### config.mk
export PLATFORM = sky130hd
export DESIGN_NAME = carga_serial_izq_der_flat
export DESIGN_NICKNAME = d
export VERILOG_FILES = /design/src/rtl/carga_serial_izq_der_pkg.sv /design/src/rtl/carga_serial_izq_der_if.sv /design/src/rtl/carga_serial_izq_der_registro_serie.sv /design/src/rtl/carga_serial_izq_der.sv /design/src/flat_wrapper.sv
export SDC_FILE = /design/constraint.sdc
export NUM_CORES = 1
export LEC_CHECK = 0
export BUFFER_PORTS_ARGS = -buffer_cell sky130_fd_sc_hd__buf_2
export CORE_UTILIZATION = 40
export CTS_BUF_LIST = sky130_fd_sc_hd__clkbuf_16
export CTS_CLUSTER_SIZE = 24
export DETAILED_ROUTE_END_ITERATION = 12
export HOLD_SLACK_MARGIN = 0.05
export PLACE_DENSITY = 0.67
export SLEW_MARGIN = 20
export SYNTH_ARGS = -nofsm -noshare
export SYNTH_HDL_FRONTEND = slang
export SYNTH_SLANG_ARGS = --single-unit
### constraint.sdc
create_clock -name clk -period 2.9 [get_ports clk]
set_input_delay 0.145 -clock clk [delete_from_list [all_inputs] [get_ports clk]]
set_output_delay 0.145 -clock clk [all_outputs]
set_load 0.01 [all_outputs]
### src/rtl/carga_serial_izq_der_pkg.sv
// Shared definitions for the serial left/right word loader and its comparator.
// Holds the FSM encoding, the default widths and the bit-counter width helper.
package carga_serial_izq_der_pkg;

    typedef enum logic [1:0] {
        IDLE  = 2'd0,
        SHIFT = 2'd1,
        HOLD  = 2'd2
    } estado_e;

    localparam int N_PALABRA = 3;
    localparam int CW_CUENTA = 8;

    // Bit-counter width: $clog2(n), never narrower than one bit.
    function automatic int ancho_cnt(input int n);
        if (n > 2) begin
            return $clog2(n);
        end else begin
            return 1;
        end
    endfunction

endpackage

### src/rtl/carga_serial_izq_der_if.sv
// Handshake and data bundle between the serial source, the loader and the comparator.
// The master drives the serial lanes and acceptance; the slave presents the words.
interface carga_serial_izq_der_if
    import carga_serial_izq_der_pkg::*;
#(
    parameter int N  = N_PALABRA,
    parameter int CW = CW_CUENTA
) ();

    logic          inicio;
    logic          bit_valido;
    logic          bit_a;
    logic          bit_b;
    logic          acept;
    logic [N-1:0]  palabraA;
    logic [N-1:0]  palabraB;
    logic          palabra_valida;
    logic          ocupado;
    logic          error_trama;
    logic [CW-1:0] cuenta_tramas;

    modport master (
        output inicio, bit_valido, bit_a, bit_b, acept,
        input  palabraA, palabraB, palabra_valida, ocupado, error_trama, cuenta_tramas
    );

    modport slave (
        input  inicio, bit_valido, bit_a, bit_b, acept,
        output palabraA, palabraB, palabra_valida, ocupado, error_trama, cuenta_tramas
    );

endinterface

### src/rtl/carga_serial_izq_der_registro_serie.sv
// One N-bit MSB-first shift register with synchronous clear (priority) and enable.
// desp_o exposes the value the register takes on an enabled shift this cycle.
module registro_serie_izq_der #(
    parameter int N = 3
) (
    input  logic         clk,
    input  logic         rst_n,
    input  logic         clr_i,
    input  logic         en_i,
    input  logic         bit_i,
    output logic [N-1:0] desp_o
);

    logic [N-1:0] reg_q;
    logic [N-1:0] reg_d;
    logic [N-1:0] desp_s;

    assign desp_s = (reg_q << 1) | {{(N-1){1'b0}}, bit_i};
    assign desp_o = desp_s;

    // Next-state selection: clear beats shift.
    always_comb begin
        reg_d = reg_q;
        if (clr_i) begin
            reg_d = {N{1'b0}};
        end else if (en_i) begin
            reg_d = desp_s;
        end else begin
            reg_d = reg_q;
        end
    end

    // Shift register storage.
    always_ff @(posedge clk or negedge rst_n) begin
        if (!rst_n) begin
            reg_q <= {N{1'b0}};
        end else begin
            reg_q <= reg_d;
        end
    end

endmodule

### src/rtl/carga_serial_izq_der.sv
// Assembles two MSB-first serial lanes into parallel words for the left/right comparator,
// holding each completed frame until accepted, flagging aborted frames and counting deliveries.
module carga_serial_izq_der
    import carga_serial_izq_der_pkg::*;
#(
    parameter int N  = N_PALABRA,
    parameter int CW = CW_CUENTA
) (
    input  logic                  clk,
    input  logic                  rst_n,
    carga_serial_izq_der_if.slave bus
);

    localparam int CNTW = ancho_cnt(N);
    localparam logic [CNTW-1:0] CNT_ULTIMO = CNTW'(N - 1);

    estado_e         estado_q, estado_d;
    logic [CNTW-1:0] cnt_q, cnt_d;
    logic [N-1:0]    pal_a_q, pal_a_d;
    logic [N-1:0]    pal_b_q, pal_b_d;
    logic            valida_q, valida_d;
    logic            ocupado_q, ocupado_d;
    logic            error_q, error_d;
    logic [CW-1:0]   cuenta_q, cuenta_d;
    logic            clr_s;
    logic            en_s;
    logic [N-1:0]    desp_a_s;
    logic [N-1:0]    desp_b_s;

    registro_serie_izq_der #(.N(N)) u_lane_a (
        .clk    (clk),
        .rst_n  (rst_n),
        .clr_i  (clr_s),
        .en_i   (en_s),
        .bit_i  (bus.bit_a),
        .desp_o (desp_a_s)
    );

    registro_serie_izq_der #(.N(N)) u_lane_b (
        .clk    (clk),
        .rst_n  (rst_n),
        .clr_i  (clr_s),
        .en_i   (en_s),
        .bit_i  (bus.bit_b),
        .desp_o (desp_b_s)
    );

    // Frame FSM: next state, shift control and next values of every registered output.
    always_comb begin
        estado_d = estado_q;
        cnt_d    = cnt_q;
        pal_a_d  = pal_a_q;
        pal_b_d  = pal_b_q;
        valida_d = valida_q;
        error_d  = 1'b0;
        cuenta_d = cuenta_q;
        clr_s    = 1'b0;
        en_s     = 1'b0;
        case (estado_q)
            IDLE: begin
                valida_d = 1'b0;
                if (bus.inicio) begin
                    estado_d = SHIFT;
                    clr_s    = 1'b1;
                    cnt_d    = {CNTW{1'b0}};
                end else begin
                    estado_d = IDLE;
                end
            end
            SHIFT: begin
                // A restart discards the partial frame even if a bit arrives with it.
                if (bus.inicio) begin
                    clr_s   = 1'b1;
                    cnt_d   = {CNTW{1'b0}};
                    error_d = 1'b1;
                end else if (bus.bit_valido) begin
                    en_s = 1'b1;
                    if (cnt_q == CNT_ULTIMO) begin
                        estado_d = HOLD;
                        cnt_d    = {CNTW{1'b0}};
                        pal_a_d  = desp_a_s;
                        pal_b_d  = desp_b_s;
                        valida_d = 1'b1;
                    end else begin
                        cnt_d = cnt_q + CNTW'(1);
                    end
                end else begin
                    estado_d = SHIFT;
                end
            end
            HOLD: begin
                if (bus.acept) begin
                    cuenta_d = cuenta_q + CW'(1);
                    valida_d = 1'b0;
                    if (bus.inicio) begin
                        estado_d = SHIFT;
                        clr_s    = 1'b1;
                        cnt_d    = {CNTW{1'b0}};
                    end else begin
                        estado_d = IDLE;
                    end
                end else begin
                    estado_d = HOLD;
                end
            end
            default: begin
                estado_d = IDLE;
                cnt_d    = {CNTW{1'b0}};
                valida_d = 1'b0;
            end
        endcase
        ocupado_d = (estado_d != IDLE);
    end

    // State and output registers.
    always_ff @(posedge clk or negedge rst_n) begin
        if (!rst_n) begin
            estado_q  <= IDLE;
            cnt_q     <= {CNTW{1'b0}};
            pal_a_q   <= {N{1'b0}};
            pal_b_q   <= {N{1'b0}};
            valida_q  <= 1'b0;
            ocupado_q <= 1'b0;
            error_q   <= 1'b0;
            cuenta_q  <= {CW{1'b0}};
        end else begin
            estado_q  <= estado_d;
            cnt_q     <= cnt_d;
            pal_a_q   <= pal_a_d;
            pal_b_q   <= pal_b_d;
            valida_q  <= valida_d;
            ocupado_q <= ocupado_d;
            error_q   <= error_d;
            cuenta_q  <= cuenta_d;
        end
    end

    assign bus.palabraA       = pal_a_q;
    assign bus.palabraB       = pal_b_q;
    assign bus.palabra_valida = valida_q;
    assign bus.ocupado        = ocupado_q;
    assign bus.error_trama    = error_q;
    assign bus.cuenta_tramas  = cuenta_q;

endmodule

### src/flat_wrapper.sv
// flat-port wrapper written by rule: the top's interface ports become plain ports
module carga_serial_izq_der_flat import carga_serial_izq_der_pkg::*;
#(
    parameter int N  = N_PALABRA,
    parameter int CW = CW_CUENTA
)
  (clk, rst_n, bus_inicio, bus_bit_valido, bus_bit_a, bus_bit_b, bus_acept, bus_palabraA, bus_palabraB, bus_palabra_valida, bus_ocupado, bus_error_trama, bus_cuenta_tramas);
  carga_serial_izq_der_if #(.N(N), .CW(CW)) bus_i ();
  input  logic clk;
  input  logic rst_n;
  input wire logic [$bits(bus_i.inicio)-1:0] bus_inicio;
  input wire logic [$bits(bus_i.bit_valido)-1:0] bus_bit_valido;
  input wire logic [$bits(bus_i.bit_a)-1:0] bus_bit_a;
  input wire logic [$bits(bus_i.bit_b)-1:0] bus_bit_b;
  input wire logic [$bits(bus_i.acept)-1:0] bus_acept;
  output wire logic [$bits(bus_i.palabraA)-1:0] bus_palabraA;
  output wire logic [$bits(bus_i.palabraB)-1:0] bus_palabraB;
  output wire logic [$bits(bus_i.palabra_valida)-1:0] bus_palabra_valida;
  output wire logic [$bits(bus_i.ocupado)-1:0] bus_ocupado;
  output wire logic [$bits(bus_i.error_trama)-1:0] bus_error_trama;
  output wire logic [$bits(bus_i.cuenta_tramas)-1:0] bus_cuenta_tramas;
  assign bus_i.inicio = bus_inicio;
  assign bus_i.bit_valido = bus_bit_valido;
  assign bus_i.bit_a = bus_bit_a;
  assign bus_i.bit_b = bus_bit_b;
  assign bus_i.acept = bus_acept;
  assign bus_palabraA = bus_i.palabraA;
  assign bus_palabraB = bus_i.palabraB;
  assign bus_palabra_valida = bus_i.palabra_valida;
  assign bus_ocupado = bus_i.ocupado;
  assign bus_error_trama = bus_i.error_trama;
  assign bus_cuenta_tramas = bus_i.cuenta_tramas;
  carga_serial_izq_der #(.N(N), .CW(CW)) u_core (.clk(clk), .rst_n(rst_n), .bus(bus_i));
endmodule
; Word level (Yosys, flattened, before mapping)
; Index checks and enable logic that the tools add are counted.
[totals]
out_inout_bits = 17
input_bits = 7
elab_cells = 59
register_bits = 25
[classes]
mux = 28
n_reduce_logical = 8
add_sub_neg = 2
bitwise_logic = 3
n_eq_ne = 8
[op_table]
columns = cell, n
row1 = 2-bit 2-to-1 mux, 13
row2 = 2-bit one-hot mux with 3 select lines, 2
row3 = 1-bit 2-to-1 mux, 11
row4 = "8-bit by 1-bit adder with 8-bit output, second input constant", 1
row5 = 4-bit AND reduction, 2
row6 = "2-bit != test, second input constant", 3
row7 = 3-bit by 1-bit bitwise OR with 3-bit output, 2
row8 = "2-bit equality test, second input constant", 2
row9 = 1-bit one-hot mux with 2 select lines, 2
row10 = 2-bit AND reduction, 2
row11 = 2-bit nonzero test, 2
row12 = "3-bit != test, second input constant", 1
row13 = "2-bit by 1-bit adder with 2-bit output, second input constant", 1
row14 = "2-bit by 1-bit equality test with 1-bit output, second input constant", 1
row15 = 2-bit zero test, 1
row16 = "2-bit by 1-bit != test with 1-bit output, second input constant", 1
row17 = 2-bit OR reduction, 1
row18 = 1-bit inverter, 1

; Logic depth before layout (Yosys ltp)
[depth]
ltp_word = 6
ltp_mapped = 5
ltp_nobuf = 4

; By module
; A second synthesis with hierarchy kept.
[unflattened]
hier_cells = 89
area_unflattened_um2 = 1077.3
[by_module_without_submodules]
columns = module, area_each_um2, seq_area_each_um2, cells_each, n_inst
row1 = carga_serial_izq_der, 907.1, 525.5, 75, 1
row2 = registro_serie_izq_der, 85.1, 50.0, 7, 2

; Worst setup path after synthesis
; Ideal clock, no wire load.
[synth_timing]
path_type = flip-flop to flip-flop
from = reg u_core.estado_q[1]
to = reg u_core.pal_a_q[0], in the netlist u_core.bus.palabraA[0]
synth_period_minus_slack_ps = 1521
path_stages_with_launch = 5
required_ps = 2775
setup_time_ps = 125
path_slack_ps = 1379
n_path_buf = 1
arrival_ps = 1396
path_cell_list = dfrtp_1 buf_6 or3b_4 nor2_8 mux2_4
[synth_between]
elab_chain_len = 2
[synth_rtl]
columns = element, line_no
row1 = start: declaration, carga_serial_izq_der.sv:17  ; estado_e estado_q, estado_d;
row2 = start signal: assignment, carga_serial_izq_der.sv:127  ; estado_q <= estado_d;
row3 = 2-bit by 1-bit equality test with 1-bit output, carga_serial_izq_der.sv:59  ; case (estado_q)
row4 = 4-bit AND reduction (no line), n/a
row5 = end signal: assignment, carga_serial_izq_der.sv:120  ; pal_a_q <= {N{1'b0}};
row6 = end signal: assignment, carga_serial_izq_der.sv:129  ; pal_a_q <= pal_a_d;
row7 = end: declaration, carga_serial_izq_der.sv:19  ; logic [N-1:0] pal_a_q, pal_a_d;
; Every way passes these cells.
; A chain may end at the register's enable or synchronous reset.

; Worst setup path after layout
[layout_timing]
from = reg u_core.estado_q[1]
to = reg u_core.pal_b_q[1], in the netlist u_core.bus.palabraB[1]
[layout_between]
elab_chain_len = 2
[layout_rtl]
columns = element, line_no
row1 = 2-bit by 1-bit equality test with 1-bit output, carga_serial_izq_der.sv:59
row2 = 4-bit AND reduction (no line), n/a
row3 = end signal: assignment, carga_serial_izq_der.sv:121  ; pal_b_q <= {N{1'b0}};
row4 = end signal: assignment, carga_serial_izq_der.sv:130  ; pal_b_q <= pal_b_d;
row5 = end: declaration, carga_serial_izq_der.sv:20  ; logic [N-1:0] pal_b_q, pal_b_d;
; Every way passes these cells.

==> impl_metrics.prom <==
# TYPE chip_impl_metric gauge
chip_impl_info{name="run_status",value="complete, no violations"} 1
chip_impl_metric{name="synthesis.instances",unit=""} 91
chip_impl_metric{name="clk_transition_reported_paths",unit="ns"} 0.06
chip_impl_metric{name="number_of_gates_resized_after_cts",unit=""} 0
chip_impl_metric{name="ys_seq_area_share",unit="%"} 54.7
chip_impl_info{name="hold_path.class",value="in -> reg"} 1
chip_impl_info{name="cpLargestDelayFamily",value="simple AND/OR/NAND/NOR gates"} 1
chip_impl_info{name="setup.worst_path.end_class",value="register"} 1
chip_impl_metric{name="hold_viol",unit=""} 0
chip_impl_metric{name="number_of_buffers_and_inverters_on_the_critical_path",unit=""} 0
chip_impl_metric{name="max_clock_freq",unit="GHz"} 0.634
chip_impl_metric{name="layout.nets",unit=""} 125
chip_impl_metric{name="antennaDiodeCount",unit=""} 0
chip_impl_metric{name="detail_route.wl_per_cell",unit="um"} 12.6
chip_impl_metric{name="leakage",unit="nW"} 0.687
chip_impl_metric{name="cts_htree_levels",unit=""} 1
chip_impl_info{name="series_of_cell_instances_along_the_critical_path",value="or3b_4 > nor2_8 > mux2_4"} 1
chip_impl_metric{name="power_per_cell_area",unit="nW/um2"} 719
chip_impl_metric{name="multiInputGateArea",unit="um2"} 475
chip_impl_info{name="grt_setup_unrepaired",value="no"} 1
chip_impl_metric{name="synth_area",unit="um2"} 1140
chip_impl_info{name="tritoncts",value="yes"} 1
chip_impl_metric{name="die-area",unit="um2"} 3080
chip_impl_metric{name="p_total",unit="mW"} 0.980
chip_impl_metric{name="finalSetupViolCount",unit=""} 0
chip_impl_metric{name="detail_route.iter0.violations",unit=""} 43
chip_impl_metric{name="power.share.clock",unit="%"} 31.1
chip_impl_metric{name="post_synth_edffs",unit=""} 0
chip_impl_metric{name="clock_skew",unit="ns"} 0.00424
chip_impl_metric{name="layout.core_utilization",unit="%"} 49.8
chip_impl_metric{name="grt_pass1_wl",unit="um"} 3220
chip_impl_metric{name="gp_routability_congestion",unit=""} 0.732
chip_impl_metric{name="tritoncts.num_buffers",unit=""} 3
chip_impl_metric{name="first_global_vias",unit=""} 681
chip_impl_metric{name="worst-endpoint-arrival",unit="ns"} 1.72
chip_impl_metric{name="initial_core_util",unit="%"} 41.8
chip_impl_metric{name="cts_num_sinks",unit=""} 25
chip_impl_metric{name="post_route_cells_drive_above_1_share",unit="%"} 36.2
chip_impl_metric{name="synth.ff_latch_count",unit=""} 25
chip_impl_metric{name="remaining_drc_errors",unit=""} 0
chip_impl_metric{name="core.rowCount",unit=""} 19
chip_impl_metric{name="top_level_ports",unit=""} 24
chip_impl_metric{name="syn_nets",unit=""} 99
chip_impl_metric{name="syn-mean-instance-area",unit="um2"} 12.6
chip_impl_metric{name="route.final.wire_length",unit="um"} 1860
chip_impl_metric{name="vias",unit=""} 743
chip_impl_info{name="ys_flop_type",value="sky130_fd_sc_hd__dfrtp_1"} 1
chip_impl_info{name="synth_commonest_cells",value="sky130_fd_sc_hd__dfrtp_1 (25), sky130_fd_sc_hd__mux2_4 (6), sky130_fd_sc_hd__nand2_1 (6)"} 1
chip_impl_metric{name="combinationalPowerShare",unit="%"} 22.5
chip_impl_metric{name="crit_path_max_incr_delay",unit="ns"} 0.47
chip_impl_info{name="synth_most_common_cell",value="sky130_fd_sc_hd__dfrtp_1"} 1
chip_impl_metric{name="worst-slew-pin-transition",unit="ns"} 0.536
chip_impl_metric{name="hold_depth",unit=""} 2
chip_impl_metric{name="synthToLayoutAreaGrowth",unit="%"} 19.1
chip_impl_metric{name="timing.max_cap.violations",unit=""} 0
chip_impl_metric{name="floorplan_core_area",unit="um2"} 2730
chip_impl_metric{name="grt_start_max_net_pins",unit=""} 26
chip_impl_metric{name="timing.final.crit_share",unit="%"} 54.4
chip_impl_metric{name="synth_top_cell_area_share",unit="%"} 54.7
chip_impl_metric{name="critPathRequiredTime",unit="ns"} 3.05
chip_impl_metric{name="antenna_found_initial",unit=""} 0
chip_impl_metric{name="total_switching_power",unit="mW"} 0.259
chip_impl_metric{name="power.internal",unit="mW"} 0.721
chip_impl_info{name="netlist_top_cells_area",value="sky130_fd_sc_hd__dfrtp_1 (55%), sky130_fd_sc_hd__mux2_4 (7.9%), sky130_fd_sc_hd__mux2i_1 (3.5%), sky130_fd_sc_hd__xnor2_1 (3.1%), sky130_fd_sc_hd__xor2_1 (2.3%)"} 1
chip_impl_metric{name="detail_route.first_pass.iterations",unit=""} 4
chip_impl_metric{name="via_to_cell_ratio",unit=""} 5.05
chip_impl_metric{name="period_minus_slack",unit="ns"} 1.58
chip_impl_metric{name="postRouteAntennaNets",unit=""} 0
chip_impl_metric{name="cts_buffer_depth",unit=""} 2
chip_impl_metric{name="setup_total_negative_slack",unit="ns"} 0
chip_impl_info{name="clockRootBuffer",value="sky130_fd_sc_hd__clkbuf_16"} 1
chip_impl_metric{name="detailed_place_hpwl",unit="um"} 1380
chip_impl_metric{name="sequential_cell_area_in_the_final_layout",unit="um2"} 626
chip_impl_metric{name="slew-limit-headroom",unit="%"} 64.3
chip_impl_metric{name="postSynth.asyncResetShare",unit="%"} 100
chip_impl_metric{name="clock_latency",unit="ns"} 0.26
chip_impl_info{name="yosys.area.top_type",value="sky130_fd_sc_hd__dfrtp_1"} 1
chip_impl_metric{name="timing.critical_path.depth",unit=""} 3
chip_impl_info{name="critical_path_class",value="reg -> reg"} 1
chip_impl_metric{name="num-fill-cells",unit=""} 235
chip_impl_metric{name="global_route_usage_over_all_layers",unit="%"} 13.7
chip_impl_metric{name="critical_path_peak_fanout",unit=""} 10
chip_impl_metric{name="globalRouteOverflowTotal",unit=""} 0
chip_impl_info{name="critPathSlowestCell",value="sky130_fd_sc_hd__dfrtp_1"} 1
chip_impl_metric{name="worst_ir_drop_vdd",unit="mV"} 0.401
chip_impl_metric{name="number_of_distinct_library_cells_after_synthesis",unit=""} 33
chip_impl_metric{name="synthesis.yosys.warnings",unit=""} 0
chip_impl_metric{name="die_y",unit="um"} 55.5
chip_impl_info{name="worst_setup_path_start_kind",value="register"} 1
chip_impl_metric{name="die_w",unit="um"} 55.5
chip_impl_metric{name="seq_power_share",unit="%"} 46.4
chip_impl_metric{name="post-cts-setup-buffer-count",unit=""} 0
chip_impl_metric{name="placement.io_buffers",unit=""} 23
chip_impl_metric{name="worst_hold_slack",unit="ns"} 0.141
chip_impl_metric{name="timing_max_transition_violations_final",unit=""} 0
chip_impl_metric{name="switching_fraction_of_total_power",unit="%"} 26.4
chip_impl_metric{name="reg2regPathDepth",unit=""} 3
## sequential cells by signal (all words and copies together), names as in the netlist
signal,flops
u_core.bus.cuenta_tramas,8
u_core.estado_q,2
u_core.bus.error_trama,1
u_core.bus.palabraB,3
u_core.bus.palabraA,3
u_core.bus.palabra_valida,1
u_core.bus.ocupado,1
u_core.cnt_q,2
u_core.u_lane_b.reg_q,2
u_core.u_lane_a.reg_q,2
## cell type report
cell class / count / area share [%]
clock buffer: 3 / 5.51
clock inverter: 1 / 0.551
inverter: 4 / 1.10
sequential: 25 / 45.9
timing repair buffer: 24 / 9.18
multi-input combinational: 59 / 34.9
tap: 31 / 2.85
## path summary, 6_finish.rpt
check	end	slack, ns	from
setup / recovery	u_core.bus.palabraB[1]	1.32	u_core.estado_q[1]
hold / removal	u_core.bus.palabraA[0]	0.14	bus_bit_a
setup reg to reg	u_core.bus.palabraB[1]	1.32	u_core.estado_q[1]
hold reg to reg	u_core.bus.cuenta_tramas[7]	0.47	u_core.bus.cuenta_tramas[7]
max in group asynchronous	u_core.bus.cuenta_tramas[0]	2.14	rst_n
min in group asynchronous	u_core.bus.cuenta_tramas[5]	0.40	rst_n
## placed cells by master (no fill, tap or decap), types with 2 or more instances in the layout
master / netlist / final
sky130_fd_sc_hd__dfrtp_1: 25 / 25
sky130_fd_sc_hd__buf_2: 0 / 23
sky130_fd_sc_hd__nand2_1: 6 / 6
sky130_fd_sc_hd__mux2_4: 6 / 6
sky130_fd_sc_hd__nor2_1: 5 / 5
sky130_fd_sc_hd__inv_1: 4 / 4
sky130_fd_sc_hd__xnor2_1: 4 / 4
sky130_fd_sc_hd__mux2i_1: 4 / 4
sky130_fd_sc_hd__a21oi_1: 3 / 3
sky130_fd_sc_hd__xor2_1: 3 / 3
sky130_fd_sc_hd__nor3_1: 3 / 3
sky130_fd_sc_hd__clkbuf_16: 0 / 3
sky130_fd_sc_hd__nand3b_1: 2 / 2
sky130_fd_sc_hd__o21ai_0: 2 / 2
sky130_fd_sc_hd__nand3_1: 2 / 2
sky130_fd_sc_hd__mux2_2: 2 / 2
## kinds of logic after synthesis
kind of cell | share of synthesized area [%]
flops | 54.7
buf+inv | 3.72
mux | 13.3
simple gates | 16.2
fa+ha+maj | 1.09
xor+xnor | 5.36
compound gates | 5.58
## stage by stage
step	cell area [um2]	setup slack, ns	std cells
6_report	1360	1.32	147
5_1_grt	1360	1.26	147
4_1_cts	1360	1.31	147
3_5_place_dp	1270	1.32	142
3_3_place_gp	1270	1.37	142
2_1_floorplan	1140	1.38	91
## layer usage
layer | share of wire (%) | up-vias | track usage [%]
met5 | 0 | - | 0
met1 | 46 | 360 | 17.2
met2 | 48 | 17 | 21.2
li1 | - | 361 | -
met3 | 3.7 | 5 | 3.75
met4 | 2.3 | 0 | 7.50
## power groups by stage
| stage | sequential, mW | combinational [mW] | clock [mW] |
|---|---|---|---|
| 2_1_floorplan | 0.470 | 0.150 | 0 |
| 3_3_place_gp | 0.458 | 0.221 | 0 |
| 3_5_place_dp | 0.461 | 0.224 | 0 |
| 4_1_cts | 0.456 | 0.225 | 0.311 |
| 5_1_grt | 0.464 | 0.241 | 0.327 |
| 6_report | 0.454 | 0.221 | 0.305 |
## worst reg2reg max path, delay by kind of cell (launching register included)
| kind | cells | cell delay [ns] |
|---|---|---|
| muxes | 1 | 0.32 |
| DFF | 1 | 0.47 |
| and+or+nand+nor | 2 | 0.69 |
## repair_timing
item,4_1_cts,5_1_grt
hold buffers,1,0
hold endpoints to repair,25,0
endpoints found under the setup margin,0,0
Power figures use the tool's default switching activity.
